File: config.mk
export PLATFORM = sky130hd
export DESIGN_NAME = instruction_fetch_responder
export DESIGN_NICKNAME = d
export VERILOG_FILES = /design/src/rtl/instruction_fetch_responder_pkg.sv /design/src/rtl/instruction_fetch_responder_counter.sv /design/src/rtl/instruction_fetch_responder.sv
export SDC_FILE = /design/constraint.sdc
export NUM_CORES = 1
export LEC_CHECK = 0
export ABC_CLOCK_PERIOD_IN_PS = 2600
export BUFFER_PORTS_ARGS = -buffer_cell sky130_fd_sc_hd__buf_2
export CAP_MARGIN = 20
export CORE_MARGIN = 4
export CORE_UTILIZATION = 43
export CTS_CLUSTER_SIZE = 8
export DETAILED_ROUTE_END_ITERATION = 16
export GPL_ROUTABILITY_DRIVEN = 0
export HOLD_SLACK_MARGIN = 0.05
export PLACE_DENSITY = 0.75
export SYNTH_ARGS = -nofsm -noshare
export SYNTH_HDL_FRONTEND = slang
export SYNTH_HIERARCHICAL = 1
export SYNTH_SLANG_ARGS = --single-unit
File: constraint.sdc
create_clock -name clk -period 2.6 [get_ports clk]
set_input_delay 0.26 -clock clk [delete_from_list [all_inputs] [get_ports clk]]
set_output_delay 0.26 -clock clk [all_outputs]
set_load 0.02 [all_outputs]
File: src/rtl/instruction_fetch_responder_pkg.sv
// Shared definitions for the ARM fetch responder: state encoding, NOP word,
// default timeout and the registered response bundle.
package arm_fetch_pkg;

  typedef enum logic {
    IDLE = 1'b0,
    BUSY = 1'b1
  } fetch_state_e;

  localparam logic [31:0] ARM_NOP         = 32'hE1A00000;
  localparam int          DEFAULT_TIMEOUT = 16;

  // Response towards IF/ID; the pulse fields are cleared every cycle.
  typedef struct packed {
    logic [31:0] instr;
    logic        valid;
    logic        align_err;
    logic        timeout_err;
  } fetch_rsp_t;

  function automatic logic is_word_aligned(input logic [1:0] low_bits);
    return (low_bits == 2'b00);
  endfunction

  function automatic int count_width(input int timeout);
    return (timeout > 1) ? $clog2(timeout) : 1;
  endfunction

endpackage

File: src/rtl/instruction_fetch_responder_counter.sv
// Wait-cycle counter for an outstanding fetch; flags the last permitted
// cycle before the fetch is abandoned.
module fetch_timeout_counter
  import arm_fetch_pkg::*;
#(
  parameter int TIMEOUT = DEFAULT_TIMEOUT
) (
  input  logic clk,
  input  logic rst,
  input  logic clear,
  input  logic enable,
  output logic terminal
);

  localparam int CW = count_width(TIMEOUT);
  localparam logic [CW-1:0] LAST = CW'(TIMEOUT - 1);

  logic [CW-1:0] count_reg;
  logic [CW-1:0] count_next;

  // Clear wins over enable so a new fetch always starts from zero.
  always_comb begin
    count_next = count_reg;
    if (clear) begin
      count_next = '0;
    end else if (enable) begin
      count_next = count_reg + 1'b1;
    end
  end

  always_ff @(posedge clk) begin
    if (!rst) begin
      count_reg <= '0;
    end else begin
      count_reg <= count_next;
    end
  end

  assign terminal = (count_reg == LAST);

endmodule

File: src/rtl/instruction_fetch_responder.sv
// IF-stage fetch responder: turns the PC into a req/ack memory transaction,
// freezes the PC while waiting, and reports misalignment, flush and timeout.
module instruction_fetch_responder
  import arm_fetch_pkg::*;
#(
  parameter int          TIMEOUT  = DEFAULT_TIMEOUT,
  parameter logic [31:0] NOP_WORD = ARM_NOP
) (
  input  logic        clk,
  input  logic        rst,
  input  logic [31:0] pc_in,
  input  logic        fetch_en,
  input  logic        flush,
  output logic        freeze_out,
  output logic        mem_req,
  output logic [31:0] mem_addr,
  input  logic [31:0] mem_rdata,
  input  logic        mem_ack,
  output logic [31:0] instr_out,
  output logic        instr_valid,
  output logic        align_err,
  output logic        timeout_err
);

  fetch_state_e state_reg;
  fetch_state_e state_next;
  logic         discard_reg;
  logic         discard_next;
  logic [31:0]  mem_addr_reg;
  logic [31:0]  mem_addr_next;
  fetch_rsp_t   rsp_reg;
  fetch_rsp_t   rsp_next;

  logic cnt_clear;
  logic cnt_enable;
  logic cnt_terminal;
  logic drop_data;
  logic freeze_raw;

  fetch_timeout_counter #(
    .TIMEOUT (TIMEOUT)
  ) u_timeout (
    .clk      (clk),
    .rst      (rst),
    .clear    (cnt_clear),
    .enable   (cnt_enable),
    .terminal (cnt_terminal)
  );

  // A flush in the completing cycle kills the data just like an earlier one.
  assign drop_data = discard_reg | flush;

  always_comb begin
    state_next    = state_reg;
    discard_next  = discard_reg;
    mem_addr_next = mem_addr_reg;
    rsp_next      = '0;
    rsp_next.instr = rsp_reg.instr;
    cnt_clear     = 1'b0;
    cnt_enable    = 1'b0;
    freeze_raw    = 1'b0;

    case (state_reg)
      IDLE: begin
        if (fetch_en) begin
          if (is_word_aligned(pc_in[1:0])) begin
            mem_addr_next = {pc_in[31:2], 2'b00};
            discard_next  = 1'b0;
            cnt_clear     = 1'b1;
            freeze_raw    = 1'b1;
            state_next    = BUSY;
          end else begin
            rsp_next.instr     = NOP_WORD;
            rsp_next.valid     = 1'b1;
            rsp_next.align_err = 1'b1;
          end
        end
      end

      BUSY: begin
        if (mem_ack) begin
          // Ack takes priority over a coincident timeout.
          state_next = IDLE;
          if (!drop_data) begin
            rsp_next.instr = mem_rdata;
            rsp_next.valid = 1'b1;
          end
        end else if (cnt_terminal) begin
          state_next           = IDLE;
          rsp_next.timeout_err = 1'b1;
          if (!drop_data) begin
            rsp_next.instr = NOP_WORD;
            rsp_next.valid = 1'b1;
          end
        end else begin
          cnt_enable = 1'b1;
          freeze_raw = 1'b1;
          if (flush) begin
            discard_next = 1'b1;
          end
        end
      end

      default: begin
        state_next = IDLE;
      end
    endcase
  end

  always_ff @(posedge clk) begin
    if (!rst) begin
      state_reg    <= IDLE;
      discard_reg  <= 1'b0;
      mem_addr_reg <= '0;
      rsp_reg      <= '0;
    end else begin
      state_reg    <= state_next;
      discard_reg  <= discard_next;
      mem_addr_reg <= mem_addr_next;
      rsp_reg      <= rsp_next;
    end
  end

  // The branch target must always reach the PC, so flush overrides freeze.
  assign freeze_out  = freeze_raw & ~flush;
  assign mem_req     = (state_reg == BUSY);
  assign mem_addr    = mem_addr_reg;
  assign instr_out   = rsp_reg.instr;
  assign instr_valid = rsp_reg.valid;
  assign align_err   = rsp_reg.align_err;
  assign timeout_err = rsp_reg.timeout_err;

endmodule

==> impl_metrics.json <==
{
  "grt_start_max_net_pins": 31,
  "crit_required_ps": 2340,
  "setup-violations-final": 0,
  "routed_wl_mm": 6.29,
  "clk_latency_ps": 340,
  "rsz0062_at_grt": "no",
  "worstPathBufferInverterCount": 2,
  "arrival_ps": 1790,
  "ir_drop_v": 0.000428,
  "root_buffer": "clkbuf_8",
  "clk_pin_slew_ps": 70,
  "synth_area_per_cell_sq_um": 9.86,
  "placement.io_buffers": 135,
  "cts-htree-levels": 3,
  "post-route-util": 0.616,
  "crit_path_cell_trace": "ha_1 -> and3_2 -> nor3b_1 -> buf_4 -> nor2_1 -> nor2_1 -> buf_2",
  "wl_per_cell_um": 13.7,
  "ant_nets": 0,
  "area_delta_synth_final_pct": 38.6,
  "layout_common_cells": "buf_2 (135), dfxtp_1 (71), nand2_1 (61), a21oi_1 (32), a22o_1 (26)",
  "numCtsBuffers": 9,
  "grt_pass1_vias": 2260,
  "drive_gt1_frac": 0.426,
  "whs_ps": 131,
  "die_w_um": 83.4,
  "min_path_type": "primary input to flop",
  "antenna_found_initial": 0,
  "synth_seq_cells": 71,
  "cp_slowest_cell": "dfxtp_1",
  "via_count": 2288,
  "core.rowCount": 27,
  "grt_pass1_wl_mm": 10.5,
  "postCtsHoldBufs": 0,
  "startpoint_type": "flop",
  "tightest_slew_ps": 542,
  "fin_skew_ps": 5.61,
  "worst_setup_path_end_kind": "output pin",
  "die_area_sq_um": 6960,
  "ctsLongestPathBuffers": 2,
  "cpLargestDelayFamily": "simple AND/OR/NAND/NOR gates",
  "fmax_mhz": 487,
  "dp_hpwl_mm": 4.54,
  "syn-instance-count": 248,
  "viasPerCell": 4.98,
  "synth.cell_area_sq_um": 2450,
  "largest_register_ffs": 32,
  "nets": 452,
  "dieHeight_um": 83.4,
  "power.total_w": 0.00239,
  "slew_headroom": 0.639,
  "yosys_warnings": 6,
  "drt_iter0_drc": 72,
  "period_share": 0.790,
  "cts_tree": "done",
  "final_common_cell": "buf_2",
  "ys_types": 31,
  "n_fill_cell": 490,
  "cp_common_cell": "nor2_1",
  "status": "completed",
  "slew_violations": 0,
  "timing.final.crit_period_ps": 2050,
  "coreArea_sq_um": 5510,
  "p_leak_nw": 1.65,
  "drc": 0,
  "finalHoldViolations": 0,
  "cts_resized": 0,
  "clock-sinks": 71,
  "initial_core_util": 0.444,
  "yosysSeqAreaShare": 0.581,
  "grtUsageTotal": 0.187,
  "path_class": "flop to output pin",
  "tns_ps": 0,
  "p_per_area_nw_per_um2": 706,
  "antennaDiodeCount": 0,
  "crit_fanout": 7,
  "firstDrtPassIters": 4,
  "post-cts-setup-buffers": 0,
  "overflow": 0,
  "drv_cap": 0,
  "fin_ws_ps": 546,
  "io_pins": 138,
  "dp_slack_ps": 905,
  "max_stage_delay_ps": 340
}
[per-stage QoR]
step,cells,instance area [sq um]
final,459,3390
after global routing,459,3390
after CTS,459,3390
after detailed placement,443,3140
after global placement,443,3140
after floorplan,249,2450
[area by class of cell]
class	count	area [sq um]	share of cell area
clock buffers	11	141	0.0417
clock inverters	5	105	0.0310
inverters	2	7.51	0.00221
multi-input cells	157	905	0.267
flip-flops and latches	71	1420	0.419
well taps	72	90.1	0.0266
repair buffers	141	721	0.213
[worst register-to-register path: stages, from the launching register on]
cell,delay [ps]
dfxtp_1,350
or4b_1,570
inv_2,120
buf_4,310
nand2_1,100
a21oi_1,150
[report_power, final]
part | internal, W | switching, W
clock | 0.000664 | 0.000392
combinational | 0.0000862 | 0.000121
sequential | 0.00112 | 0.0000143
total | 0.00187 | 0.000527
[synthesized netlist by cell type]
master / count / area share
dfxtp_1: 71 / 0.58
nand2_1: 61 / 0.094
a21oi_1: 32 / 0.065
a22o_1: 26 / 0.093
clkbuf_1: 8 / 0.012
nor2_1: 7 / 0.011
o221a_2: 6 / 0.028
buf_4: 5 / 0.015
buf_2: 3 / 0.0061
buf_6: 3 / 0.014
mux2i_1: 2 / 0.0082
nand3b_1: 2 / 0.0061
nor3_1: 2 / 0.0041
nor3b_1: 2 / 0.0061
or3b_1: 2 / 0.0072
a21bo_2: 1 / 0.0041
and2_1: 1 / 0.0026
and3_1: 1 / 0.0026
and3_2: 1 / 0.0031
and4b_1: 1 / 0.0041
conb_1: 1 / 0.0015
ha_1: 1 / 0.0051
inv_1: 1 / 0.0015
inv_2: 1 / 0.0015
nand2b_1: 1 / 0.0026
nand4_1: 1 / 0.0026
o221a_1: 1 / 0.0046
o22ai_1: 1 / 0.0026
or2b_1: 1 / 0.0031
or4b_1: 1 / 0.0041
xnor2_1: 1 / 0.0036
[final timing paths]
check	slack [ps]	start	cells past startpoint	end
max	550	u_timeout/count_reg[0]	7	freeze_out
min	130	mem_rdata[9]	2	instr_out[9]
max reg2reg	930	mem_req	5	mem_addr[14]
min reg2reg	450	mem_addr[17]	2	mem_addr[17]
[logic make-up (layout without fill, tap and decap cells)]
| logic type | Yosys count | count (layout) | share of synthesized area |
|---|---|---|---|
| other cells | 1 | 2 | 0.00153 |
| mux | 2 | 2 | 0.00818 |
| buf+inv | 21 | 159 | 0.0506 |
| xor+xnor | 1 | 1 | 0.00358 |
| flops | 71 | 71 | 0.581 |
| compound gates | 67 | 67 | 0.197 |
| simple gates | 84 | 84 | 0.152 |
| fa+ha+maj | 1 | 1 | 0.00511 |
[per-layer routing]
metal  up-vias  GRT usage  share of wire  wire length (um)
met5         -          0              0                 0
met4         0     0.0526          0.013                82
met3         7      0.103           0.11               720
met2       116      0.292           0.44              2750
met1      1042      0.223           0.43              2740
li1       1123          -              -                 -
No activity file was read; power rests on OpenSTA's default activity.
